**src/rtl/div_frac.sv**
```systemverilog
// Sequential fractional divider: out = a/b in Q(WIDTH-1), one restoring-division
// quotient bit per cycle, with sign-aware saturation and error reporting on done.
module div_frac #(
  parameter int WIDTH = 16,
  parameter int QBITS = WIDTH - 1
) (
  input  logic             clock,
  input  logic             reset,
  input  logic             start,
  input  logic             signed_mode,
  input  logic [WIDTH-1:0] a,
  input  logic [WIDTH-1:0] b,
  output logic [WIDTH-1:0] out,
  output logic [WIDTH-1:0] rem,
  output logic             done,
  output logic             busy,
  output logic             div_err
);

  localparam int CW = (WIDTH > 2) ? $clog2(WIDTH) : 1;
  localparam int SH = WIDTH - 1 - QBITS;
  localparam logic [WIDTH-1:0] MAX_Q = {1'b0, {(WIDTH-1){1'b1}}};
  localparam logic [WIDTH-1:0] MIN_Q = {1'b1, {(WIDTH-1){1'b0}}};

  typedef enum logic [2:0] {IDLE, CHECK, ITER, FIX, DONE} state_t;

  state_t            state;
  logic [WIDTH-1:0]  a_p0, b_p0;
  logic              sm_p0;
  logic              neg_p1;
  logic [WIDTH:0]    num_p1;
  logic [WIDTH-1:0]  den_p1;
  logic [WIDTH-1:0]  quo_p1;
  logic [CW-1:0]     cnt_p1;

  logic [WIDTH-1:0]  mag_a, mag_b;
  logic              neg, illegal, ge;
  logic [WIDTH:0]    num_sh, num_nx;

  // Magnitude as an unsigned value; |MIN| maps naturally to 2^(WIDTH-1).
  function automatic logic [WIDTH-1:0] mag(input logic [WIDTH-1:0] x, input logic sm);
    logic signed [WIDTH-1:0] xs;
    xs = signed'(x);
    return (sm && x[WIDTH-1]) ? WIDTH'(-xs) : x;
  endfunction

  function automatic logic [WIDTH-1:0] sat_q(input logic n);
    return n ? MIN_Q : MAX_Q;
  endfunction

  function automatic logic [WIDTH-1:0] apply_sign(input logic [WIDTH-1:0] q, input logic n);
    logic signed [WIDTH-1:0] qs;
    qs = signed'(q);
    return n ? WIDTH'(-qs) : q;
  endfunction

  always_comb begin
    mag_a   = mag(a_p0, sm_p0);
    mag_b   = mag(b_p0, sm_p0);
    neg     = sm_p0 & (a_p0[WIDTH-1] ^ b_p0[WIDTH-1]);
    illegal = (b_p0 == '0) | (~sm_p0 & (a_p0[WIDTH-1] | b_p0[WIDTH-1]));
    num_sh  = num_p1 << 1;
    ge      = num_sh >= {1'b0, den_p1};
    num_nx  = ge ? (num_sh - {1'b0, den_p1}) : num_sh;
  end

  always_ff @(posedge clock or negedge reset) begin
    if (!reset) begin
      state   <= IDLE;
      out     <= '0;
      rem     <= '0;
      done    <= 1'b0;
      busy    <= 1'b0;
      div_err <= 1'b0;
      a_p0    <= '0;
      b_p0    <= '0;
      sm_p0   <= 1'b0;
      neg_p1  <= 1'b0;
      num_p1  <= '0;
      den_p1  <= '0;
      quo_p1  <= '0;
      cnt_p1  <= '0;
    end else begin
      case (state)
        // p0: operand capture
        IDLE: begin
          done <= 1'b0;
          if (start) begin
            a_p0  <= a;
            b_p0  <= b;
            sm_p0 <= signed_mode;
            busy  <= 1'b1;
            state <= CHECK;
          end
        end
        // p1: classification and early exits
        CHECK: begin
          neg_p1 <= neg;
          if (illegal) begin
            div_err <= 1'b1;
            out     <= MAX_Q;
            rem     <= '0;
            busy    <= 1'b0;
            done    <= 1'b1;
            state   <= DONE;
          end else if (mag_a > mag_b) begin
            div_err <= 1'b1;
            out     <= sat_q(neg);
            rem     <= '0;
            busy    <= 1'b0;
            done    <= 1'b1;
            state   <= DONE;
          end else if (a_p0 == '0) begin
            out   <= '0;
            rem   <= '0;
            busy  <= 1'b0;
            done  <= 1'b1;
            state <= DONE;
          end else if (mag_a == mag_b) begin
            out   <= sat_q(neg);
            rem   <= '0;
            busy  <= 1'b0;
            done  <= 1'b1;
            state <= DONE;
          end else begin
            num_p1 <= {1'b0, mag_a};
            den_p1 <= mag_b;
            quo_p1 <= '0;
            cnt_p1 <= '0;
            state  <= ITER;
          end
        end
        // p1: one restoring-division step per cycle
        ITER: begin
          num_p1 <= num_nx;
          quo_p1 <= {quo_p1[WIDTH-2:0], ge};
          cnt_p1 <= cnt_p1 + CW'(1);
          if (cnt_p1 == CW'(QBITS - 1)) state <= FIX;
        end
        // p2: left-justify, apply sign, publish
        FIX: begin
          out   <= apply_sign(quo_p1 << SH, neg_p1);
          rem   <= num_p1[WIDTH-1:0];
          busy  <= 1'b0;
          done  <= 1'b1;
          state <= DONE;
        end
        DONE: begin
          done    <= 1'b0;
          div_err <= 1'b0;
          if (start) begin
            a_p0  <= a;
            b_p0  <= b;
            sm_p0 <= signed_mode;
            busy  <= 1'b1;
            state <= CHECK;
          end else begin
            state <= IDLE;
          end
        end
        default: state <= IDLE;
      endcase
    end
  end

endmodule

```
**config.mk**
```make
export PLATFORM = sky130hd
export DESIGN_NAME = div_frac
export DESIGN_NICKNAME = d
export VERILOG_FILES = /design/src/rtl/div_frac.sv
export SDC_FILE = /design/constraint.sdc
export NUM_CORES = 1
export LEC_CHECK = 0
export BUFFER_PORTS_ARGS = -buffer_cell sky130_fd_sc_hd__buf_4
export CORE_MARGIN = 4
export CORE_UTILIZATION = 50
export CTS_CLUSTER_SIZE = 25
export DETAILED_ROUTE_END_ITERATION = 8
export MAX_ROUTING_LAYER = met4
export PLACE_DENSITY = 0.73
export SLEW_MARGIN = 25
export SYNTH_ARGS = -nofsm -noshare
export SYNTH_HDL_FRONTEND = slang
export SYNTH_SLANG_ARGS = --single-unit
```
**constraint.sdc**
```tcl
create_clock -name clock -period 5.55 [get_ports clock]
set_input_delay 0.8325 -clock clock [delete_from_list [all_inputs] [get_ports clock]]
set_output_delay 0.8325 -clock clock [all_outputs]
set_load 0.005 [all_outputs]
```
; ---- After elaboration in Yosys (flattened, before gate mapping)
; Cells that the tools add are included.
[op_classes]
mul = 0
magnitude_cmp = 2
add_sub_neg = 5
reduce_logical = 18
n_shift = 0
div_mod_pow = 0
eq_ne = 15
n_mux = 52
bitwise_logic = 10
[op_table]
columns = op, n
row1 = $mux W16, 21
row2 = $pmux W16 S2, 4
row3 = $neg A16 Y16, 3
row4 = $logic_not A16 Y1, 2
row5 = $mux W3, 6
row6 = $ge A17 B16 Y1, 1
row7 = $eq A16 B16 Y1, 1
row8 = $gt A16 B16 Y1, 1
row9 = $mux W4, 4
row10 = $sub A16 B16 Y16, 1
row11 = $pmux W3 S5, 1
row12 = $mux W1, 12
row13 = $ne A2 B2 Y1 const B, 6
row14 = $reduce_and A2 Y1, 5
row15 = $reduce_and A5 Y1, 2
row16 = $pmux W4 S2, 1
row17 = $eq A3 B2 Y1 const B, 2
row18 = $pmux W1 S3, 2
row19 = $reduce_bool A2 Y1, 3
row20 = $ne A5 B5 Y1 const B, 1
row21 = $not A1 Y1, 5
row22 = $add A4 B1 Y4 const B, 1
row23 = $eq A4 B4 Y1 const B, 1
row24 = $eq A3 B1 Y1 const B, 1
row25 = 12 further kinds, 15
[totals]
wordCells = 116
mem_count = 0
inputBits = 36
latch_bits = 0
regBits = 124
rom_bits = 0
ram_bits = 0

; ---- Longest topological paths before layout
[logic_depth]
ltp_word = 8
mapped_depth = 17
depth_no_buf = 15

; ---- Worst setup path after synthesis
; OpenSTA, ideal clock, no wires.
[synth_timing]
path_type = register -> register
from = reg b_p0[4]
to = reg out[10]
setup_time_ns = 0.121
path_stages_with_launch = 16
t_arrival_ns = 3.700
path_slack_ns = 1.729
n_path_buf = 1
t_required_ns = 5.429
cell_sequence = dfrtp_1 or4_4 nor4_1 nand2_1 o41ai_1 nand2_1 ha_1 nand4_1 nor3_1 a211oi_1 nand2_1 or3_4 o21ai_4 inv_2 buf_2 o22a_1
[synth_via]
elab_chain_cells = 6
[synth_lines]
columns = item, line_no
row1 = from (decl), 28  ; logic [WIDTH-1:0] a_p0, b_p0;
row2 = from (signal assigned), 76  ; b_p0 <= '0;
row3 = from (signal assigned), 90  ; b_p0 <= b;
row4 = from (signal assigned), 153  ; b_p0 <= b;
row5 = $neg A16 Y16, 44  ; return (sm && x[WIDTH-1]) ? WIDTH'(-xs) : x;
row6 = $mux W16, 44
row7 = $gt A16 B16 Y1, 106  ; end else if (mag_a > mag_b) begin
row8 = $mux W16, 106
row9 = $mux W16, 99  ; if (illegal) begin
row10 = $pmux W16 S2, 84  ; case (state)
row11 = to (signal assigned), 108  ; out <= sat_q(neg);
row12 = to (signal assigned), 120  ; out <= sat_q(neg);
row13 = to (signal assigned), 142  ; out <= apply_sign(quo_p1 << SH, neg_p1);
row14 = to (decl), 13  ; output logic [WIDTH-1:0] out,
; Parallel ways exist; a longest one is shown, timed or not.
; A chain may end at the register's enable or synchronous reset.

; ---- Worst setup path in the final report
[layout_timing]
from = reg b_p0[4]
to = reg num_p1[9]
[layout_via]
elab_chain_cells = 5
[layout_lines]
columns = item, line_no
row1 = $neg A16 Y16, 44
row2 = $mux W16, 44
row3 = $gt A16 B16 Y1 / $eq A16 B16 Y1 (equally long branches), "106, 119"
row4 = $ne A2 B2 Y1 (no source line), n/a
row5 = $reduce_and A5 Y1 (no source line) (*), n/a
row6 = to (signal assigned), 126  ; num_p1 <= {1'b0, mag_a};
row7 = to (signal assigned), 135  ; num_p1 <= num_nx;
row8 = to (decl), 31  ; logic [WIDTH:0] num_p1;
; Mark *: on every way between the ends. The rest lies on a longest branch, timed or not.

==> impl_metrics.tcl <==
set metrics [dict create \
    status "finished, final reports clean" \
    drtPass1Iterations 5 \
    port-buffer-count 70 \
    rr_startpoint "b_p0[4]$_DFFE_PN0P_" \
    synth_top_flop_cell "dfrtp_1" \
    ir_worst_vdd_uv 316 \
    dpl.hpwl_mm 12.3 \
    regArea_um2 3100 \
    core_area_um2 14000 \
    r2r_cells 14 \
    multi_input_area_um2 3850 \
    cts_hold_buf 0 \
    start_kind "register" \
    fp-row-count 43 \
    r2r_setup_slack_ns 0.98 \
    maxCapViolations 0 \
    tightestPinTransition_ns 0.977 \
    clock.fmax_mhz 219 \
    clkLatencyLatePin_ns 0.42 \
    clkPwrFrac_pct 20.1 \
    route.detailed.drc 0 \
    wirelength_mm 16.9 \
    ioPinCount 71 \
    internal_power_mw 3.43 \
    detail-route-antenna-nets 0 \
    synthTopCellsByArea "dfrtp_1 43%, ha_1 6.6%, mux2_2 4.8%, nand2_1 4.6%, mux2i_1 4.4%" \
    via_count 5630 \
    clock_path_buffers 2 \
    cp_max_fo 71 \
    clock_skew_ns 0.00696 \
    final_util_pct 60.6 \
    r2r-end "num_p1[9]$_DFFE_PN0P_" \
    power.share.sequential_pct 27.6 \
    die_h_um 128 \
    clkSlewWorstSetupHoldPaths_ns 0.06 \
    cts_setup_buffers 0 \
    async_flop_share_pct 100 \
    drv_slew 0 \
    setup_viol 0 \
    rsz0062_at_grt "false" \
    area_growth_pct 17.7 \
    gr-usage-all-layers_pct 22.3 \
    yosysMostFrequentCell "dfrtp_1" \
    cts_htree_levels 4 \
    postSynthNetCount 805 \
    drt_iter0_markers 334 \
    globalRouteOverflowTotal 0 \
    nets 867 \
    cts_tree "built" \
    cts.sinks 124 \
    grt_max_degree 91 \
    synth_top_area_share_pct 42.9 \
    start_util_pct 51.5 \
    ctsResizeCount 0 \
    finalInstanceArea_um2 8510 \
    syn_area_um2 7240 \
    fp.dieW_um 128 \
    p_sw_mw 2.52 \
    max_slew_margin_pct 33.2 \
    hp-class "in2async" \
    drive_gt1_share_pct 19.3 \
    synth_top_area_cell "dfrtp_1" \
    diodes 0 \
    vias_per_cell 5.72 \
    root_buffer "clkbuf_16" \
    cts_buffers 17 \
    crit_type "reg2reg" \
    synthCells 730 \
    switching_share_pct 42.4 \
    synth_edf_count 0 \
    final.period_utilization_pct 82.3 \
    grt_pass1_wl_mm 28.2 \
    place_ws_ns 1.05 \
    ys_seq_area_share_pct 42.9 \
    ys_seq_elements 124 \
    arrival_ns 4.85 \
    synthTopCellsByCount "124 x dfrtp_1, 88 x nand2_1, 64 x o21ai_0" \
    routabilityCongestion 0.849 \
    setup_slack_ns 0.984 \
    setup_tns_ns 0 \
    wl_per_cell_um 17.2 \
    power_frac_comb_pct 52.2 \
    ys_warn_count 0 \
    cp.required_ns 5.83 \
    place_area_um2 7880 \
    fin_crit_ns 4.57 \
    cellLeakagePower_nw 3.97 \
    die_area_um2 16500 \
    synth_cell_type_count 63 \
    fill_cells 1198 \
    grt_pass1_vias 5563 \
    power_density_nw_per_um2 699 \
    hold_viol_final 0 \
    crit_path_end_kind "register" \
    syn_area_per_cell_um2 9.91 \
    antenna_found_initial 0 \
]
[worst max path at each step]
stage,to,start,depth (start not counted),slack [ns]
2_1_floorplan,out[10]$_DFFE_PN0P_,b_p0[4]$_DFFE_PN0P_,15,1.73
3_3_place_gp,num_p1[9]$_DFFE_PN0P_,b_p0[4]$_DFFE_PN0P_,14,1.09
3_5_place_dp,num_p1[9]$_DFFE_PN0P_,b_p0[4]$_DFFE_PN0P_,14,1.05
4_1_cts,num_p1[9]$_DFFE_PN0P_,b_p0[4]$_DFFE_PN0P_,14,1.01
5_1_grt,num_p1[14]$_DFFE_PN0P_,b_p0[4]$_DFFE_PN0P_,15,0.71
6_report,num_p1[9]$_DFFE_PN0P_,b_p0[4]$_DFFE_PN0P_,14,0.98
[routing by layer]
layer | up-vias | global-route usage, % | part of all wire [%] | wire length (um)
li1 | 2737 | - | - | -
met1 | 2716 | 29.7 | 46 | 7880
met2 | 161 | 34.5 | 46 | 7870
met3 | 16 | 5.04 | 5.9 | 1010
met4 | 0 | 6.24 | 1.1 | 190
met5 | - | - | 0 | 0
[cell usage in the layout, fill, tap and decap left out, types with 4 or more instances in the layout]
master,synthesis,layout
or4_1,4,4
buf_4,3,75
o41ai_1,6,6
mux2i_1,32,32
a22o_1,14,14
xor2_1,30,30
or3_1,5,5
dfrtp_1,124,124
ha_1,38,38
nor3_1,12,11
inv_1,33,33
o211ai_1,7,7
nand4_1,5,5
xnor2_1,24,24
a21oi_1,23,22
clkbuf_16,0,17
o21bai_1,4,4
mux2_2,31,31
and2_1,5,5
bufinv_16,0,5
o21ai_0,64,64
nand2b_1,10,10
a21o_1,5,5
nand2_1,88,88
o31ai_1,10,10
nor2_1,36,36
nand3_1,25,25
o22a_1,15,15
[worst max-delay path: stages, from the launching register on]
cell	delay, ns
dfrtp_1	0.41
or4_4	0.59
nor4_1	0.27
nand2_1	0.16
o41ai_1	0.32
nand2_1	0.15
ha_1	0.34
nand4_1	0.17
or4_1	0.60
nor2b_1	0.16
nand4_2	0.08
buf_4	0.59
mux2_2	0.42
nand2_1	0.06
o21ai_0	0.08
[power groups by stage]
stage / clock network [mW] / logic [mW] / registers (mW)
2_1_floorplan: 0 / 2.36 / 1.53
3_3_place_gp: 0 / 2.95 / 1.63
3_5_place_dp: 0 / 3.07 / 1.65
4_1_cts: 1.22 / 3.09 / 1.64
5_1_grt: 1.26 / 3.45 / 1.70
6_report: 1.20 / 3.11 / 1.64
[area by class of cell]
type                       instances  area share [%]
clock inverter                    12            2.31
multi-input combinational        539            45.3
sequential                       124            36.4
tap                              180            2.65
timing repair buffer              76            6.75
inverter                          34            1.50
clock buffer                      19            5.09
[flip-flops by register name, indices dropped and copies added, names as in the netlist]
| register | count |
|---|---|
| a_p0 | 16 |
| b_p0 | 16 |
| den_p1 | 16 |
| num_p1 | 16 |
| out | 16 |
| quo_p1 | 16 |
| rem | 16 |
| cnt_p1 | 4 |
| state | 3 |
| busy | 1 |
| div_err | 1 |
| done | 1 |
| neg_p1 | 1 |
| sm_p0 | 1 |
[kinds of logic after synthesis]
logic type	count (synthesis)	synth area share, %
compound gates	170	15.9
xor+xnor	54	6.54
fa+ha+maj	39	6.85
buf+inv	67	4.15
flops	124	42.9
mux	64	9.41
simple gates	212	14.3
[through the flow]
stage	std cells	hold WS, ns	power (mW)
floorplan	730	0.450	3.89
global placement	953	0.463	4.58
detailed placement	953	0.471	4.72
CTS	984	0.483	5.95
global route	984	0.511	6.41
finish	984	0.477	5.95
No activity file was read; power rests on OpenSTA's default activity.
